File: config.mk
export PLATFORM = sky130hd
export DESIGN_NAME = dut_handshake_responder
export DESIGN_NICKNAME = d
export VERILOG_FILES = /design/src/rtl/dut_handshake_responder.sv
export SDC_FILE = /design/constraint.sdc
export NUM_CORES = 1
export LEC_CHECK = 0
export ABC_AREA = 1
export ABC_CLOCK_PERIOD_IN_PS = 3000
export CAP_MARGIN = 20
export CORE_UTILIZATION = 45
export CTS_CLUSTER_SIZE = 20
export DETAILED_ROUTE_END_ITERATION = 12
export DONT_BUFFER_PORTS = 1
export PLACE_DENSITY = 0.63
export SYNTH_ARGS = -nofsm -noshare
export SYNTH_HDL_FRONTEND = slang
export SYNTH_SLANG_ARGS = --single-unit
File: constraint.sdc
create_clock -name clk -period 3 [get_ports clk]
set_input_delay 0.3 -clock clk [delete_from_list [all_inputs] [get_ports clk]]
set_output_delay 0.3 -clock clk [all_outputs]
set_load 0.01 [all_outputs]
File: src/rtl/dut_handshake_responder.sv
// DUT-side handshake responder: accumulates operands and serves serial scan dumps of its state.
// Optional build macro DUFT_RESP_SAT_EN: saturating accumulate plus sticky saturation flag in dump.
module dut_handshake_responder #(
  parameter int unsigned CHAIN_LEN  = 32,
  parameter int unsigned DUMP_NBR   = 2,
  parameter int unsigned OP_LATENCY = 4
) (
  input  logic                 clk,
  input  logic                 reset,
  input  logic [CHAIN_LEN-1:0] data_in,
  output logic [CHAIN_LEN-1:0] data_out,
  input  logic                 dut_val_op,
  output logic                 dut_op_ack,
  output logic                 dut_op_commit,
  input  logic                 dut_commit_ack,
  input  logic                 ex_sen,
  input  logic                 dft_val_op,
  output logic                 dft_op_ack,
  output logic [CHAIN_LEN-1:0] dft_out,
  output logic                 dft_out_strobe,
  output logic                 dft_op_commit,
  input  logic                 dft_commit_ack
);

  localparam int unsigned BW = (CHAIN_LEN > 1) ? $clog2(CHAIN_LEN) : 1;
  localparam int unsigned WW = (DUMP_NBR > 1) ? $clog2(DUMP_NBR) : 1;
  localparam int unsigned LW = (OP_LATENCY > 1) ? $clog2(OP_LATENCY) : 1;
  localparam logic [BW-1:0] LastBit  = BW'(CHAIN_LEN - 1);
  localparam logic [WW-1:0] LastWord = WW'(DUMP_NBR - 1);
  localparam logic [LW-1:0] LatInit  = LW'(OP_LATENCY - 1);

  typedef enum logic [2:0] {
    StIdle, StAck, StBusy, StCommit, StDack, StDshift, StDcommit
  } state_e;

  state_e               r_state;
  logic [CHAIN_LEN-1:0] r_operand;
  logic [CHAIN_LEN-1:0] r_acc;
  logic [CHAIN_LEN-1:0] r_count;
  logic [CHAIN_LEN-1:0] r_data_out;
  logic [LW-1:0]        r_busy_cnt;
  logic [CHAIN_LEN-1:0] r_chain;
  logic [CHAIN_LEN-2:0] r_asm;
  logic [BW-1:0]        r_bit_cnt;
  logic [WW-1:0]        r_word_cnt;
  logic [CHAIN_LEN-1:0] r_dft_out;
  logic                 r_op_ack;
  logic                 r_op_commit;
  logic                 r_dft_ack;
  logic                 r_strobe;
  logic                 r_dft_commit;

  logic [CHAIN_LEN-1:0] w_new_acc;
  logic [CHAIN_LEN-1:0] w_word;
  logic [CHAIN_LEN-1:0] w_next_word;

`ifdef DUFT_RESP_SAT_EN
  logic                 r_sat;
  logic [CHAIN_LEN:0]   w_sum;
  assign w_sum     = {1'b0, r_acc} + {1'b0, r_operand};
  assign w_new_acc = w_sum[CHAIN_LEN] ? '1 : w_sum[CHAIN_LEN-1:0];
`else
  assign w_new_acc = r_acc + r_operand;
`endif

  // Completed word: the bits already assembled plus the bit leaving the chain this cycle.
  assign w_word = {r_asm, r_chain[CHAIN_LEN-1]};

  always_comb begin
    w_next_word = '0;
    if (r_word_cnt == '0) begin
      w_next_word = r_count;
    end
`ifdef DUFT_RESP_SAT_EN
    else if ((int'(r_word_cnt) + 1 == int'(DUMP_NBR) - 1) && (DUMP_NBR >= 3)) begin
      w_next_word = {{(CHAIN_LEN-1){1'b0}}, r_sat};
    end
`endif
  end

  always_ff @(posedge clk or negedge reset) begin
    if (!reset) begin
      r_state      <= StIdle;
      r_operand    <= '0;
      r_acc        <= '0;
      r_count      <= '0;
      r_data_out   <= '0;
      r_busy_cnt   <= '0;
      r_chain      <= '0;
      r_asm        <= '0;
      r_bit_cnt    <= '0;
      r_word_cnt   <= '0;
      r_dft_out    <= '0;
      r_op_ack     <= 1'b0;
      r_op_commit  <= 1'b0;
      r_dft_ack    <= 1'b0;
      r_strobe     <= 1'b0;
      r_dft_commit <= 1'b0;
`ifdef DUFT_RESP_SAT_EN
      r_sat        <= 1'b0;
`endif
    end else begin
      r_op_ack  <= 1'b0;
      r_dft_ack <= 1'b0;
      r_strobe  <= 1'b0;
      case (r_state)
        StIdle: begin
          if (dut_val_op) begin
            r_operand <= data_in;
            r_op_ack  <= 1'b1;
            r_state   <= StAck;
          end else if (dft_val_op) begin
            r_dft_ack <= 1'b1;
            r_state   <= StDack;
          end
        end
        StAck: begin
          r_busy_cnt <= LatInit;
          r_state    <= StBusy;
        end
        StBusy: begin
          if (!ex_sen) begin
            if (r_busy_cnt == '0) begin
              r_acc       <= w_new_acc;
              r_data_out  <= w_new_acc;
              r_count     <= r_count + 1'b1;
              r_op_commit <= 1'b1;
              r_state     <= StCommit;
`ifdef DUFT_RESP_SAT_EN
              if (w_sum[CHAIN_LEN]) r_sat <= 1'b1;
`endif
            end else begin
              r_busy_cnt <= r_busy_cnt - 1'b1;
            end
          end
        end
        StCommit: begin
          if (dut_commit_ack) begin
            r_op_commit <= 1'b0;
            r_state     <= StIdle;
          end
        end
        // acc/count cannot change until the dump finishes, so they serve as the snapshot.
        StDack: begin
          r_chain    <= r_acc;
          r_bit_cnt  <= '0;
          r_word_cnt <= '0;
          r_state    <= StDshift;
        end
        StDshift: begin
          r_asm   <= w_word[CHAIN_LEN-2:0];
          r_chain <= r_chain << 1;
          if (r_bit_cnt == LastBit) begin
            r_dft_out <= w_word;
            r_strobe  <= 1'b1;
            r_bit_cnt <= '0;
            r_chain   <= w_next_word;
            if (r_word_cnt == LastWord) begin
              r_dft_commit <= 1'b1;
              r_state      <= StDcommit;
            end else begin
              r_word_cnt <= r_word_cnt + 1'b1;
            end
          end else begin
            r_bit_cnt <= r_bit_cnt + 1'b1;
          end
        end
        StDcommit: begin
          if (dft_commit_ack) begin
            r_dft_commit <= 1'b0;
            r_state      <= StIdle;
          end
        end
        default: r_state <= StIdle;
      endcase
    end
  end

  assign data_out       = r_data_out;
  assign dut_op_ack     = r_op_ack;
  assign dut_op_commit  = r_op_commit;
  assign dft_op_ack     = r_dft_ack;
  assign dft_out        = r_dft_out;
  assign dft_out_strobe = r_strobe;
  assign dft_op_commit  = r_dft_commit;

endmodule

Word level (Yosys, flattened, before mapping)
Cells that the tools add are included.
- add/sub/neg operators: 5
- equal/unequal tests: 15
- multiplexer cells: 35
- bitwise operators: 1
- reductions and logical operators: 14
- operators by type and width (cell ; count):
    $mux 32 ; 2
    $pmux 32 s2 ; 1
    $add 32x1->32 const B ; 1
    $add 32x32->32 ; 1
    $mux 3 ; 8
    $pmux 3 s7 ; 1
    $mux 1 ; 15
    $ne 2x2->1 const B ; 7
    $pmux 5 s2 ; 1
    $eq 3x3->1 const B ; 3
    $reduce_and 4->1 ; 2
    $reduce_bool 2->1 ; 4
    $reduce_and 7->1 ; 1
    $eq 3x2->1 const B ; 2
    $pmux 1 s2 ; 3
    $reduce_and 2->1 ; 3
    $reduce_and 3->1 ; 2
    $add 5x1->5 const B ; 1
    $eq 5x5->1 const B ; 1
    $mux 5 ; 1
    $mux 2 ; 2
    $pmux 2 s2 ; 1
    $eq 3x1->1 const B ; 1
    $logic_not 3->1 ; 1
    5 further kinds ; 5
- register bits: 207
- logic and storage cells: 85

Depth between registers and ports, before layout
Gate-level depths: netlist of run 1.
- word-level depth: 4
- depth in mapped cells: 14
- depth with buffers taken out: 14

Worst setup path after synthesis of run 1
OpenSTA, ideal clock, no wires.
- kind: flip-flop to flip-flop
- start: register, netlist name data_out[0]
- end: register r_data_out[16], in the netlist data_out[16]
- library setup time: 0.066 ns
- arrival: 1.881 ns
- required time: 2.934 ns
- path slack: 1.054 ns
- cell stages (with the launch flop): 10
- period minus slack after synthesis: 1.946 ns
- cells stage by stage: dfrtp_1 > ha_1 > fa_1 > nand3_1 > nand3_1 > a21oi_1 > nor2_1 > o21ai_0 > nand3_1 > nand2_1
- RTL lines (what ; RTL line ; RTL):
    to (signal assigned) ; 125 ; r_data_out <= w_new_acc;
    to (decl) ; 40 ; logic [CHAIN_LEN-1:0] r_data_out;

==> impl_metrics.ini, run 1 <==
[route]
met1_length_um = 12800
vias = 9378
wl_um = 27200
viasPerCell = 5.01
wl_met3_um = 1160
drtIter0Drc = 637
wl_met2_um = 12500
dr.pass1.iters = 5
highest_layer = met4
drc = 0
post_drt_wl_per_cell_um = 14.5
final_antenna_net_count = 0

[setup_path]
cp_max_fo = 4
worst_setup_path_start_kind = flip-flop
endpoint_kind = flip-flop
timing_worst_setup_path_type = flip-flop to flip-flop
rr_worst_depth = 9
cpPeakStageDelay_ps = 480
cp_num_buf_inv = 0
crit_top_cell = nand3_1
slowest_stage = dfrtp_1
regToRegStartpoint = data_out[0]$_DFFE_PN0P_
arrival_ps = 2810
worstPathRequired_ps = 3450
crit_chain = ha_1 -> fa_1 -> nand3_1 -> nand3_1 -> a21oi_1 -> nor2_1 -> o21ai_0 -> nand3_1 -> nand2_1
r2r_setup_slack_ps = 640
crit_family = adder cells
reg2reg_to = data_out[16]$_DFFE_PN0P_

[grt]
grt_usage = 0.216
grt_start_max_net_pins = 208
grt_pass1_wl_um = 44700
overflow = 0
antenna_found_initial = 0
grt_pass1_vias = 8987

[clocking]
clock_latency_ps = 510
htreeDepth = 1
clockBufferDepth = 3
cts_tree = built
cts_buffers = 24
cts.root.buffer_cell = clkbuf_16
cts_sinks = 207
clkTransAtPathRegs_ps = 60
cts_hold_buffers = 34

[placed_design]
routabilityCongestion = 0.914
dp_cells = 1794
dp_hpwl_um = 19300
dp_slack_ps = 651
numPortBuffers = 0

[timing]
hold_viol_final = 207
finClkSkew_ps = 9.03
tns_ps = 0
setup_viol = 0
fmax_ghz = 0.424
rsz0062_at_grt = no
worstMarginPinSlew_ps = 746
layout_min_cycle_time_ps = 2360
relSlewSlack = 0.501
slew_violations = 0
period_share = 0.786
setup_slack_ps = 643
hold_slack_ps = -517

[power_and_ir_drop]
power.switching_mw = 4.49
finalPower_mw = 11.4
p_seq_frac = 0.377
leakagePower_nw = 6.48
p_sw_frac = 0.392
powerDensity_nw_per_um2 = 905
pwr-share-clk = 0.270
irDropWorstVdd_mv = 0.549
comb_power_share = 0.353
internal-power_mw = 6.95

[synthesis]
netlist-cell-type-count = 44
async_flop_share = 1.00
avgSynthCellArea_um2 = 7.42
synth_edf_count = 0
post_synth_instance_area_um2 = 11200
yosys_warnings = 0
synth_ff_type = dfrtp_1
synth_nets = 1581
synth_seq_area_share = 0.464
ys_ff_latch = 207
syn_inst = 1506

[die]
num_rows = 57
io_pins = 108
fp.dieW_um = 160
die_height_um = 160
die_area_um2 = 25500
initial_utilization = 0.459
core-area_um2 = 24300

[cells_and_area]
fin_cells = 1871
areaGrowthSynthToFinish_pct = 13.2
nNetsFinal = 1605
drive_gt1_frac = 0.0459
num_antenna_cells = 0

[status]
status = complete, but fails checks
violations = hold timing

[min_path]
hp-class = input pin to async pin

[job]
drv_cap = 0
## cells in the mapped netlist (3+ instances only)
master / number / share of area
nor3_2: 3 / 0.0027
dfrtp_1: 207 / 0.46
xnor2_1: 25 / 0.020
xor2_1: 18 / 0.014
nand2_2: 4 / 0.0022
nand4_1: 12 / 0.0067
nor2_2: 5 / 0.0028
inv_2: 5 / 0.0017
ha_1: 35 / 0.039
clkbuf_1: 34 / 0.011
o21ai_0: 90 / 0.040
nor3_1: 12 / 0.0054
nand3_1: 65 / 0.029
or2_2: 3 / 0.0017
nand3b_1: 3 / 0.0020
a31oi_1: 30 / 0.017
a21oi_1: 57 / 0.026
buf_2: 9 / 0.0040
o21bai_1: 3 / 0.0020
nor2_1: 102 / 0.034
nand2_1: 571 / 0.19
inv_1: 188 / 0.063
## cells by family after synthesis
kind of cell	share of synthesized area
compound gates	0.0943
xor+xnor	0.0337
fa+ha+maj	0.0410
buf+inv	0.0824
flops	0.464
simple gates	0.285
## power by group through the flow
stage                     registers (mW)  clock network, mW  logic [mW]
after floorplan                     4.08                  0        3.14
after global placement              4.34                  0        3.90
after detailed placement            4.36                  0        3.97
after CTS                           4.32               3.17        4.02
after global routing                4.42               3.28        4.60
final                               4.31               3.09        4.04
## sequential cells by signal (all words and copies together), names as in the netlist
signal,cells
r_operand,32
dft_out,32
r_asm,31
dut_op_commit,1
r_count,32
dut_op_ack,1
r_state,3
dft_op_commit,1
r_busy_cnt,2
data_out,32
r_word_cnt,1
r_chain,32
dft_out_strobe,1
dft_op_ack,1
r_bit_cnt,5
## metrics by stage
stage	cell area, um^2	util
2_1_floorplan	11200	-
3_3_place_gp	11500	0.471
3_5_place_dp	11500	0.471
4_1_cts	12600	0.520
5_1_grt	12600	0.520
6_report	12600	0.520
## worst max-delay path by stage
stage                       startpoint                       end  slack, ps  cells past startpoint
2_1_floorplan  data_out[0]$_DFFE_PN0P_  data_out[16]$_DFFE_PN0P_       1050                      9
3_3_place_gp   data_out[0]$_DFFE_PN0P_  data_out[28]$_DFFE_PN0P_        690                     10
3_5_place_dp   data_out[0]$_DFFE_PN0P_  data_out[28]$_DFFE_PN0P_        650                     10
4_1_cts        data_out[0]$_DFFE_PN0P_  data_out[28]$_DFFE_PN0P_        640                     10
5_1_grt        data_out[0]$_DFFE_PN0P_  data_out[16]$_DFFE_PN0P_        490                      9
6_report       data_out[0]$_DFFE_PN0P_  data_out[16]$_DFFE_PN0P_        640                      9
## worst reg2reg max path, cell delays in order, from the launching register on
cell and delay, ps:
dfrtp_1 480, ha_1 310, fa_1 450, nand3_1 120
nand3_1 180, a21oi_1 400, nor2_1 70, o21ai_0 150
nand3_1 90, nand2_1 60
## what timing repair did
| item | in CTS | in global routing |
|---|---|---|
| buffers inserted | 0 | 0 |
| resized for setup | 0 | 0 |
| hold endpoints to repair | 240 | 207 |
## per-layer routing
layer,global-route usage,vias to the layer above
li1,-,4798
met1,0.288,4326
met2,0.359,205
met3,0.0339,49
met4,0.0656,0
met5,0,-
## final cells by class
type / count / area [um^2]
timing repair buffer: 43 / 408
tap: 324 / 405
clock buffer: 38 / 744
clock inverter: 5 / 106
fill: 2365 / 11700
inverter: 194 / 729
multi-input combinational: 1060 / 5070
sequential: 207 / 5180
## layout by cell type, fill, tap and decap left out, drive strengths merged, types with 9 or more instances in the layout
cell | Yosys | final
nand3 | 67 | 67
a21oi | 57 | 57
nand2 | 575 | 575
buf | 11 | 9
nand4 | 12 | 12
xnor2 | 25 | 25
dfrtp | 207 | 207
inv | 193 | 194
nor3 | 16 | 16
xor2 | 18 | 18
nor2 | 108 | 108
clkbuf | 34 | 38
dlygate4sd3 | 0 | 34
a31oi | 30 | 30
o21ai | 92 | 92
ha | 35 | 35
No activity file was read; power rests on OpenSTA's default activity.
==> run 2, diff against run 1 <==
ABC_CLOCK_PERIOD_IN_PS = 2240   (was 3000)
clock period = 2.24 ns   (was 3 ns; I/O delays follow)
==> impl_metrics.ini, run 2 (synthesis results as in run 1) <==
[cells_and_area]
multi_input_area_um2 = 5090
fin_area_um2 = 12900
mostFrequentLayoutCells = nand2_1 (571), dfrtp_1 (207), inv_1 (188), nor2_1 (101), o21ai_0 (90)
nNetsFinal = 1638
fin_cells = 1902
regArea_um2 = 5180
areaGrowthSynthToFinish_pct = 15.5
num_antenna_cells = 0
utilization = 0.531
n_fill_cell = 2345
drive_gt1_frac = 0.0684
final_common_cell = nand2_1

[status]
violations = hold timing
status = complete, but fails checks

[timing]
layout_min_cycle_time_ps = 2030
worstMarginPinSlew_ps = 456
slew_violations = 0
fmax_ghz = 0.493
hold_viol_final = 207
setup_viol = 0
period_share = 0.906
hold_slack_ps = -601
relSlewSlack = 0.696
finClkSkew_ps = 15.0
tns_ps = 0
rsz0062_at_grt = no

[grt]
grt_start_max_net_pins = 208
overflow = 0
grt_pass1_vias = 9478
grt_usage = 0.231
antenna_found_initial = 0
grt_pass1_wl_um = 47700

[die]
core-area_um2 = 24300
die_area_um2 = 25500
io_pins = 108
die_height_um = 160
fp.dieW_um = 160
num_rows = 57
initial_utilization = 0.459

[setup_path]
worst_setup_path_start_kind = flip-flop
cp_max_fo = 4
endpoint_kind = flip-flop
timing_worst_setup_path_type = flip-flop to flip-flop
arrival_ps = 2460
worstPathRequired_ps = 2670

[route]
drtIter0Drc = 736
wl_um = 28500
dr.pass1.iters = 7
viasPerCell = 4.98
post_drt_wl_per_cell_um = 15.0
drc = 0
final_antenna_net_count = 0
vias = 9468

[placed_design]
dp_hpwl_um = 20400
placed_area_um2 = 11800
numPortBuffers = 0
dp_cells = 1827
routabilityCongestion = 0.927

[clocking]
clock_latency_ps = 530
cts_tree = built
cts_buffers = 24
clkTransAtPathRegs_ps = 60
cts_sinks = 207
htreeDepth = 1
cts.root.buffer_cell = clkbuf_16
clockBufferDepth = 3
cts_hold_buffers = 34

[min_path]
hp-class = input pin to async pin

[power_and_ir_drop]
irDropWorstVdd_mv = 0.685
powerDensity_nw_per_um2 = 1200
leakagePower_nw = 6.65

[job]
drv_cap = 0
==> run 2: cell count changes in the layout (fill, tap and decap cells not counted), sizes merged <==
| cell | change |
|---|---|
| buf | +33 |
| bufinv | -1 |
| clkbuf | -4 |
| clkinv | +4 |
| inv | -1 |
==> run 2: timing repair <==
item | in CTS | in global routing
endpoints found under the hold margin | 240 | 207
endpoints found under the setup margin | 0 | 5
resized for setup | 0 | 4
setup buffers | 0 | 0
==> run 2: report_power, final <==
| group | switching (mW) | internal, mW |
|---|---|---|
| clock | 1.56 | 2.39 |
| sequential | 0.754 | 4.74 |
| combinational | 3.82 | 2.23 |
| total | 6.13 | 9.36 |
==> run 2: worst paths after layout <==
check | end | cells after the start | start | slack [ps]
max | data_out[20]$_DFFE_PN0P_ | 10 | data_out[0]$_DFFE_PN0P_ | 210
min | dft_out[28]$_DFFE_PN0P_ | 0 | reset | -600
max reg2reg | data_out[20]$_DFFE_PN0P_ | 10 | data_out[0]$_DFFE_PN0P_ | 210
min reg2reg | r_asm[5]$_DFFE_PN0P_ | 2 | r_asm[4]$_DFFE_PN0P_ | 470
max in group asynchronous | data_out[3]$_DFFE_PN0P_ | 0 | reset | 2440
min in group clk | dut_op_commit$_DFFE_PN0P_ | 4 | ex_sen | 10
==> run 2: metrics by stage <==
step	setup slack (ps)	total power, mW
2_1_floorplan	294	9.67
3_3_place_gp	172	11.5
3_5_place_dp	110	11.5
4_1_cts	95.4	15.6
5_1_grt	7.10	16.7
6_report	210	15.5
==> run 2: worst max-delay path: stages, from the launching register on <==
cell and delay [ps]:
dfrtp_1 380, ha_1 240, fa_1 450, nand3_1 130
nand3_2 140, nand3_1 100, nand3_1 130, nand3_1 130
nand3_1 80, nand3_1 80, nand2_1 50
==> run 2: layer usage <==
layer | part of all wire | GRT usage | vias to the layer above
met5 | 0 | 0 | -
met4 | 0.017 | 0.0485 | 0
met3 | 0.044 | 0.0372 | 37
met2 | 0.46 | 0.388 | 172
met1 | 0.47 | 0.313 | 4404
li1 | - | - | 4855
==> run 2: cell type report <==
| type | count | share of cell area |
|---|---|---|
| inverter | 194 | 0.0565 |
| clock inverter | 7 | 0.00747 |
| tap | 324 | 0.0314 |
| sequential | 207 | 0.401 |
| clock buffer | 34 | 0.0541 |
| timing repair buffer | 76 | 0.0547 |
| multi-input combinational | 1060 | 0.394 |
